--- src/rtl/pcm_to_i2s_tx.sv ---
// PCM sample-pair to I2S serializer with a one-deep holding register; bit clock equals clk.
// Optional build macro TX_MONO_SUM_EN sends the averaged (left+right)>>>1 word in both slots.
module pcm_to_i2s_tx #(
    parameter int NUMBER_OF_BITS = 8,
    parameter int SLOT_BITS      = 16
) (
    input  logic                      clk,
    input  logic                      reset,
    input  logic                      enable,
    input  logic                      sample_valid,
    output logic                      sample_ready,
    input  logic [NUMBER_OF_BITS-1:0] sample_left,
    input  logic [NUMBER_OF_BITS-1:0] sample_right,
    output logic                      sd_out,
    output logic                      ws_out,
    output logic                      frame_start,
    output logic                      underrun
);

    localparam int NB = NUMBER_OF_BITS;
    localparam int CW = (SLOT_BITS > 1) ? $clog2(SLOT_BITS) : 1;
    localparam logic [CW-1:0] CNT_ZERO    = {CW{1'b0}};
    localparam logic [CW-1:0] CNT_ONE     = CW'(1);
    localparam logic [CW-1:0] CNT_LAST    = CW'(SLOT_BITS - 1);
    localparam logic [CW-1:0] CNT_MSB_END = CW'(NUMBER_OF_BITS);

    typedef enum logic [1:0] {
        ST_IDLE  = 2'd0,
        ST_LEFT  = 2'd1,
        ST_RIGHT = 2'd2
    } state_t;

    state_t          state_r;
    state_t          state_nxt_s;
    logic [CW-1:0]   cnt_r;
    logic [CW-1:0]   cnt_nxt_s;
    logic            boundary_s;
    logic            right_start_s;
    logic            in_word_s;
    logic            transfer_s;
    logic            holding_full_r;
    logic [NB-1:0]   hold_left_r;
    logic [NB-1:0]   hold_right_r;
    logic [NB-1:0]   sel_left_s;
    logic [NB-1:0]   sel_right_s;
    logic [NB-1:0]   word_left_s;
    logic [NB-1:0]   word_right_s;
    logic [NB-1:0]   tx_shift_r;
    logic [NB-1:0]   tx_right_r;
    logic            ws_nxt_s;
    logic            sd_nxt_s;
    logic            fs_nxt_s;

`ifdef TX_MONO_SUM_EN
    // Sign-extend both words, add, and keep bits [NB:1]: an arithmetic halving that cannot overflow.
    function automatic logic [NB-1:0] mono_mix(input logic [NB-1:0] l, input logic [NB-1:0] r);
        logic [NB:0] sum;
        sum = {l[NB-1], l} + {r[NB-1], r};
        return sum[NB:1];
    endfunction
`endif

    assign transfer_s   = sample_valid && !holding_full_r;
    assign sample_ready = !holding_full_r;

    // State register: FSM state and slot counter.
    always_ff @(posedge clk) begin
        if (reset) begin
            state_r <= ST_IDLE;
            cnt_r   <= CNT_ZERO;
        end else begin
            state_r <= state_nxt_s;
            cnt_r   <= cnt_nxt_s;
        end
    end

    // Next-state logic; enable only matters in IDLE and at the end of RIGHT.
    always_comb begin
        state_nxt_s = state_r;
        cnt_nxt_s   = cnt_r;
        case (state_r)
            ST_IDLE: begin
                cnt_nxt_s = CNT_ZERO;
                if (enable) begin
                    state_nxt_s = ST_LEFT;
                end else begin
                    state_nxt_s = ST_IDLE;
                end
            end
            ST_LEFT: begin
                if (cnt_r == CNT_LAST) begin
                    state_nxt_s = ST_RIGHT;
                    cnt_nxt_s   = CNT_ZERO;
                end else begin
                    cnt_nxt_s = cnt_r + CNT_ONE;
                end
            end
            ST_RIGHT: begin
                if (cnt_r == CNT_LAST) begin
                    cnt_nxt_s = CNT_ZERO;
                    if (enable) begin
                        state_nxt_s = ST_LEFT;
                    end else begin
                        state_nxt_s = ST_IDLE;
                    end
                end else begin
                    cnt_nxt_s = cnt_r + CNT_ONE;
                end
            end
            default: begin
                state_nxt_s = ST_IDLE;
                cnt_nxt_s   = CNT_ZERO;
            end
        endcase
    end

    assign boundary_s    = (state_nxt_s == ST_LEFT)  && (cnt_nxt_s == CNT_ZERO);
    assign right_start_s = (state_nxt_s == ST_RIGHT) && (cnt_nxt_s == CNT_ZERO);
    assign in_word_s     = (state_nxt_s != ST_IDLE) && (cnt_nxt_s >= CNT_ONE)
                           && (cnt_nxt_s <= CNT_MSB_END);

    // Output decode of the upcoming cycle, so ws and the slot's first bit change together.
    always_comb begin
        ws_nxt_s = 1'b0;
        sd_nxt_s = 1'b0;
        fs_nxt_s = 1'b0;
        case (state_nxt_s)
            ST_IDLE: begin
                ws_nxt_s = 1'b0;
                sd_nxt_s = 1'b0;
                fs_nxt_s = 1'b0;
            end
            ST_LEFT: begin
                ws_nxt_s = 1'b0;
                sd_nxt_s = in_word_s ? tx_shift_r[NB-1] : 1'b0;
                fs_nxt_s = boundary_s;
            end
            ST_RIGHT: begin
                ws_nxt_s = 1'b1;
                sd_nxt_s = in_word_s ? tx_shift_r[NB-1] : 1'b0;
                fs_nxt_s = 1'b0;
            end
            default: begin
                ws_nxt_s = 1'b0;
                sd_nxt_s = 1'b0;
                fs_nxt_s = 1'b0;
            end
        endcase
    end

    // Registered serial outputs.
    always_ff @(posedge clk) begin
        if (reset) begin
            ws_out      <= 1'b0;
            sd_out      <= 1'b0;
            frame_start <= 1'b0;
        end else begin
            ws_out      <= ws_nxt_s;
            sd_out      <= sd_nxt_s;
            frame_start <= fs_nxt_s;
        end
    end

    // Frame-boundary source: holding pair, else a same-cycle transfer, else silence.
    always_comb begin
        sel_left_s  = {NB{1'b0}};
        sel_right_s = {NB{1'b0}};
        if (holding_full_r) begin
            sel_left_s  = hold_left_r;
            sel_right_s = hold_right_r;
        end else if (transfer_s) begin
            sel_left_s  = sample_left;
            sel_right_s = sample_right;
        end else begin
            sel_left_s  = {NB{1'b0}};
            sel_right_s = {NB{1'b0}};
        end
    end

`ifdef TX_MONO_SUM_EN
    assign word_left_s  = mono_mix(sel_left_s, sel_right_s);
    assign word_right_s = word_left_s;
`else
    assign word_left_s  = sel_left_s;
    assign word_right_s = sel_right_s;
`endif

    // Holding register; a boundary always leaves it empty (consumed or bypassed).
    always_ff @(posedge clk) begin
        if (reset) begin
            holding_full_r <= 1'b0;
            hold_left_r    <= {NB{1'b0}};
            hold_right_r   <= {NB{1'b0}};
        end else if (boundary_s) begin
            holding_full_r <= 1'b0;
        end else if (transfer_s) begin
            holding_full_r <= 1'b1;
            hold_left_r    <= sample_left;
            hold_right_r   <= sample_right;
        end else begin
            holding_full_r <= holding_full_r;
        end
    end

    // Transmit registers: shifter reloads at each slot start and shifts through the word bits.
    always_ff @(posedge clk) begin
        if (reset) begin
            tx_shift_r <= {NB{1'b0}};
            tx_right_r <= {NB{1'b0}};
        end else if (boundary_s) begin
            tx_shift_r <= word_left_s;
            tx_right_r <= word_right_s;
        end else if (right_start_s) begin
            tx_shift_r <= tx_right_r;
        end else if (in_word_s) begin
            tx_shift_r <= {tx_shift_r[NB-2:0], 1'b0};
        end else begin
            tx_shift_r <= tx_shift_r;
        end
    end

    // Sticky underrun flag.
    always_ff @(posedge clk) begin
        if (reset) begin
            underrun <= 1'b0;
        end else if (boundary_s && !holding_full_r && !transfer_s) begin
            underrun <= 1'b1;
        end else begin
            underrun <= underrun;
        end
    end

endmodule

--- config.mk ---
export PLATFORM = sky130hd
export DESIGN_NAME = pcm_to_i2s_tx
export DESIGN_NICKNAME = d
export VERILOG_FILES = /design/src/rtl/pcm_to_i2s_tx.sv
export SDC_FILE = /design/constraint.sdc
export NUM_CORES = 1
export LEC_CHECK = 0
export CORE_MARGIN = 2
export CORE_UTILIZATION = 49
export CTS_CLUSTER_SIZE = 16
export DETAILED_ROUTE_END_ITERATION = 10
export PLACE_DENSITY = 0.74
export SLEW_MARGIN = 20
export SYNTH_ARGS = -nofsm -noshare
export SYNTH_HDL_FRONTEND = slang
export SYNTH_SLANG_ARGS = --single-unit
export TNS_END_PERCENT = 50
--- constraint.sdc ---
create_clock -name clk -period 2.6 [get_ports clk]
set_input_delay 0.26 -clock clk [delete_from_list [all_inputs] [get_ports clk]]
set_output_delay 0.26 -clock clk [all_outputs]
set_load 0.02 [all_outputs]
==> metrics.yaml <==
run_status:
  run_status: "complete, no violations"
clock_tree:
  cts_buffers: 5
  post_cts_buffers: 0
  cts_max_level: 2
  clock_path_buffers: 2
  root_buffer: "clkbuf_8"
  cts.clk_slew.worst_paths_ns: 0.08
  clkLatencyLatePin_ns: 0.29
  tritoncts: "yes"
  cts_resized: 0
  cts_num_sinks: 43
  hold_buffers: 0
layout:
  ff_latch_area_um2: 860.8
  multiInputGateArea_um2: 1077
  drive_above_1_share_pct: 8.678
  nFillCells: 360
  n_antenna_cell: 0
  syn_to_final_growth_pct: 20.09
  fin_nets: 270
  layout.cells.non_filler: 292
global_route:
  track_usage_pct: 18.91
  grt_first_pass_wirelength_um: 6561
  grt_max_degree: 25
  grt_pass1_vias: 1405
  overflow: 0
  antenna_found_initial: 0
routing:
  drtAntennaViolNets: 0
  wl_um: 3960
  route.vias.total: 1608
  via_per_inst: 5.507
  drt_pass1_iterations: 4
  drtIter0Drc: 53
  avgRoutedWirePerCell_um: 13.56
  drc: 0
sta:
  fin_crit_ns: 2.422
  post-route-period-util_pct: 93.14
  grt_setup_unrepaired: "no"
  setup_viol: 0
  final_hold_viol_count: 0
  final.setup.tns_ns: 0
  worst_pin_slew_ns: 0.5155
  whs_ns: 0.4717
  skew_ns: 0.003680
  slew-limit-headroom_pct: 65.53
  slew_viol_final: 0
  fmax_mhz: 413.0
setup_path:
  cp_top_family: "compound AO/OA/AOI/OAI gates"
  arrival_ns: 2.66
  critPathMaxStageDelay_ns: 0.35
  path_buf_inv: 1
  cp_max_fo: 8
  end_kind: "flop"
  path_class: "reg -> reg"
  cp_slowest_cell: "dfxtp_1"
  path_cells: "ha_1, and3_1, a21o_1, nand2_1, a21o_1, inv_1, ha_1, or2_2, a31oi_1, o21a_4, a221o_1"
  start_kind: "flop"
  rrSetupSlack_ns: 0.18
  worstPathRequired_ns: 2.83
floorplanning:
  rows: 23
  core_um2: 4000
  start_util_pct: 50.77
  chipHeight_um: 68.38
  ios: 25
  fp.dieW_um: 68.38
  die-area_um2: 4675
pwr:
  report.power.total_uw: 1469
  leakagePower_uw: 0.0009897
  p_per_area_nw_per_um2: 602.5
  vdd_ir_drop_max_mv: 0.3356
synthesis:
  syn-num-nets: 246
  yosys_warnings: 0
  synth_edf_count: 0
  synth_top_area_cell: "dfxtp_1"
  synth_area_leaders: "dfxtp_1, mux2i_1, a21oi_1, nor2_1, and3_1"
  synth_most_common_cell: "dfxtp_1"
  synth_top_area_share_pct: 42.39
  avgSynthCellArea_um2: 9.315
  synth-main-ff-cell: "dfxtp_1"
  synth_area_um2: 2031
  synth_common_cells: "dfxtp_1, nor2_1, a21oi_1, and3_1, mux2i_1"
  ys_seq_elements: 43
  ys_seq_area_share_pct: 42.39
  synth_cell_types: 34
  async_flop_share_pct: 0
  synthCells: 218
placement:
  port_buffers: 24
  hpwlAfterDp_um: 2838
  gp_congestion: 0.8372
  placed_cells: 285
hold_path:
  hp-class: "reg -> reg"
run:
  cap_violations: 0
final timing paths:
path | start | endpoint | depth (start not counted)
worst max-delay path | cnt_r[0] | tx_shift_r[4] | 11
worst min-delay path | tx_shift_r[0] | tx_shift_r[0] | 1
worst max register to register | cnt_r[0] | tx_shift_r[4] | 11
worst min register to register | tx_shift_r[0] | tx_shift_r[0] | 1
cell type report:
type / count / share of cell area [%]
multi-input combinational: 153 / 44.18
tap: 50 / 2.565
clock inverter: 1 / 1.231
sequential: 43 / 35.30
timing repair buffer: 31 / 12.52
clock buffer: 6 / 2.976
inverter: 8 / 1.231
layout by cell type, fill, tap and decap left out:
cell type and n:
a211o_1 1, a211oi_1 15, a21o_1 2, a21oi_1 26, a221o_1 7, a311oi_4 1
a31oi_1 1, and3_1 19, buf_12 1, buf_4 6, bufinv_16 1, clkbuf_1 1
clkbuf_8 5, clkdlybuf4s50_1 24, dfxtp_1 43, ha_1 8, inv_1 8, mux2i_1 16
nand2_1 5, nand2b_1 2, nand3_1 1, nand3b_1 1, nor2_1 33, nor2b_1 2
nor3_1 2, nor3_4 1, o211ai_1 1, o21a_4 1, o21ai_0 1, o221ai_2 1
o2bb2ai_1 1, o311ai_4 1, or2_2 1, or4b_4 1, xnor2_1 1, xnor2_2 1
state kept, by name (all words and copies together), names as in the netlist:
| register | count |
|---|---|
| tx_shift_r | 8 |
| state_r | 2 |
| underrun | 1 |
| cnt_r | 4 |
| sd_out | 1 |
| hold_left_r | 8 |
| hold_right_r | 8 |
| frame_start | 1 |
| tx_right_r | 8 |
| holding_full_r | 1 |
| ws_out | 1 |
per-stage QoR:
stage | instance area (um2) | util (%) | setup slack (ns)
2_1_floorplan | 2031 | - | 0.03632
3_3_place_gp | 2336 | 58.40 | 0.2612
3_5_place_dp | 2336 | 58.40 | 0.1994
4_1_cts | 2439 | 60.96 | 0.1725
5_1_grt | 2439 | 60.96 | 0.04127
6_report | 2439 | 60.96 | 0.1784
where the power goes:
part           internal, uW  total, uW  switching [uW]
registers               706        731            25.3
clock network           281        492             211
logic                   121        246             125
cell families (layout without fill, tap and decap cells):
group | count (synthesis) | in the layout | share of synthesized area (%)
XOR/XNOR | 2 | 2 | 1.233
multiplexers | 16 | 16 | 7.886
buffers and inverters | 22 | 46 | 4.560
AO/OA/AOI/OAI | 59 | 59 | 22.00
adder cells (fa/ha/maj) | 8 | 8 | 4.929
flip-flops | 43 | 43 | 42.39
AND/OR/NAND/NOR | 68 | 68 | 17.01
metal layers:
layer	track usage [%]	wire length, um
met1	23.57	1807
met2	32.77	1971
met3	4.605	150
met4	4.500	31
met5	0	0
worst register-to-register path: stages, from the launching register on:
cell and delay [ns]:
dfxtp_1 0.35, ha_1 0.28, and3_1 0.18, a21o_1 0.17, nand2_1 0.06, a21o_1 0.17
inv_1 0.06, ha_1 0.25, or2_2 0.29, a31oi_1 0.20, o21a_4 0.21, a221o_1 0.15
No activity file was read; power rests on OpenSTA's default activity.
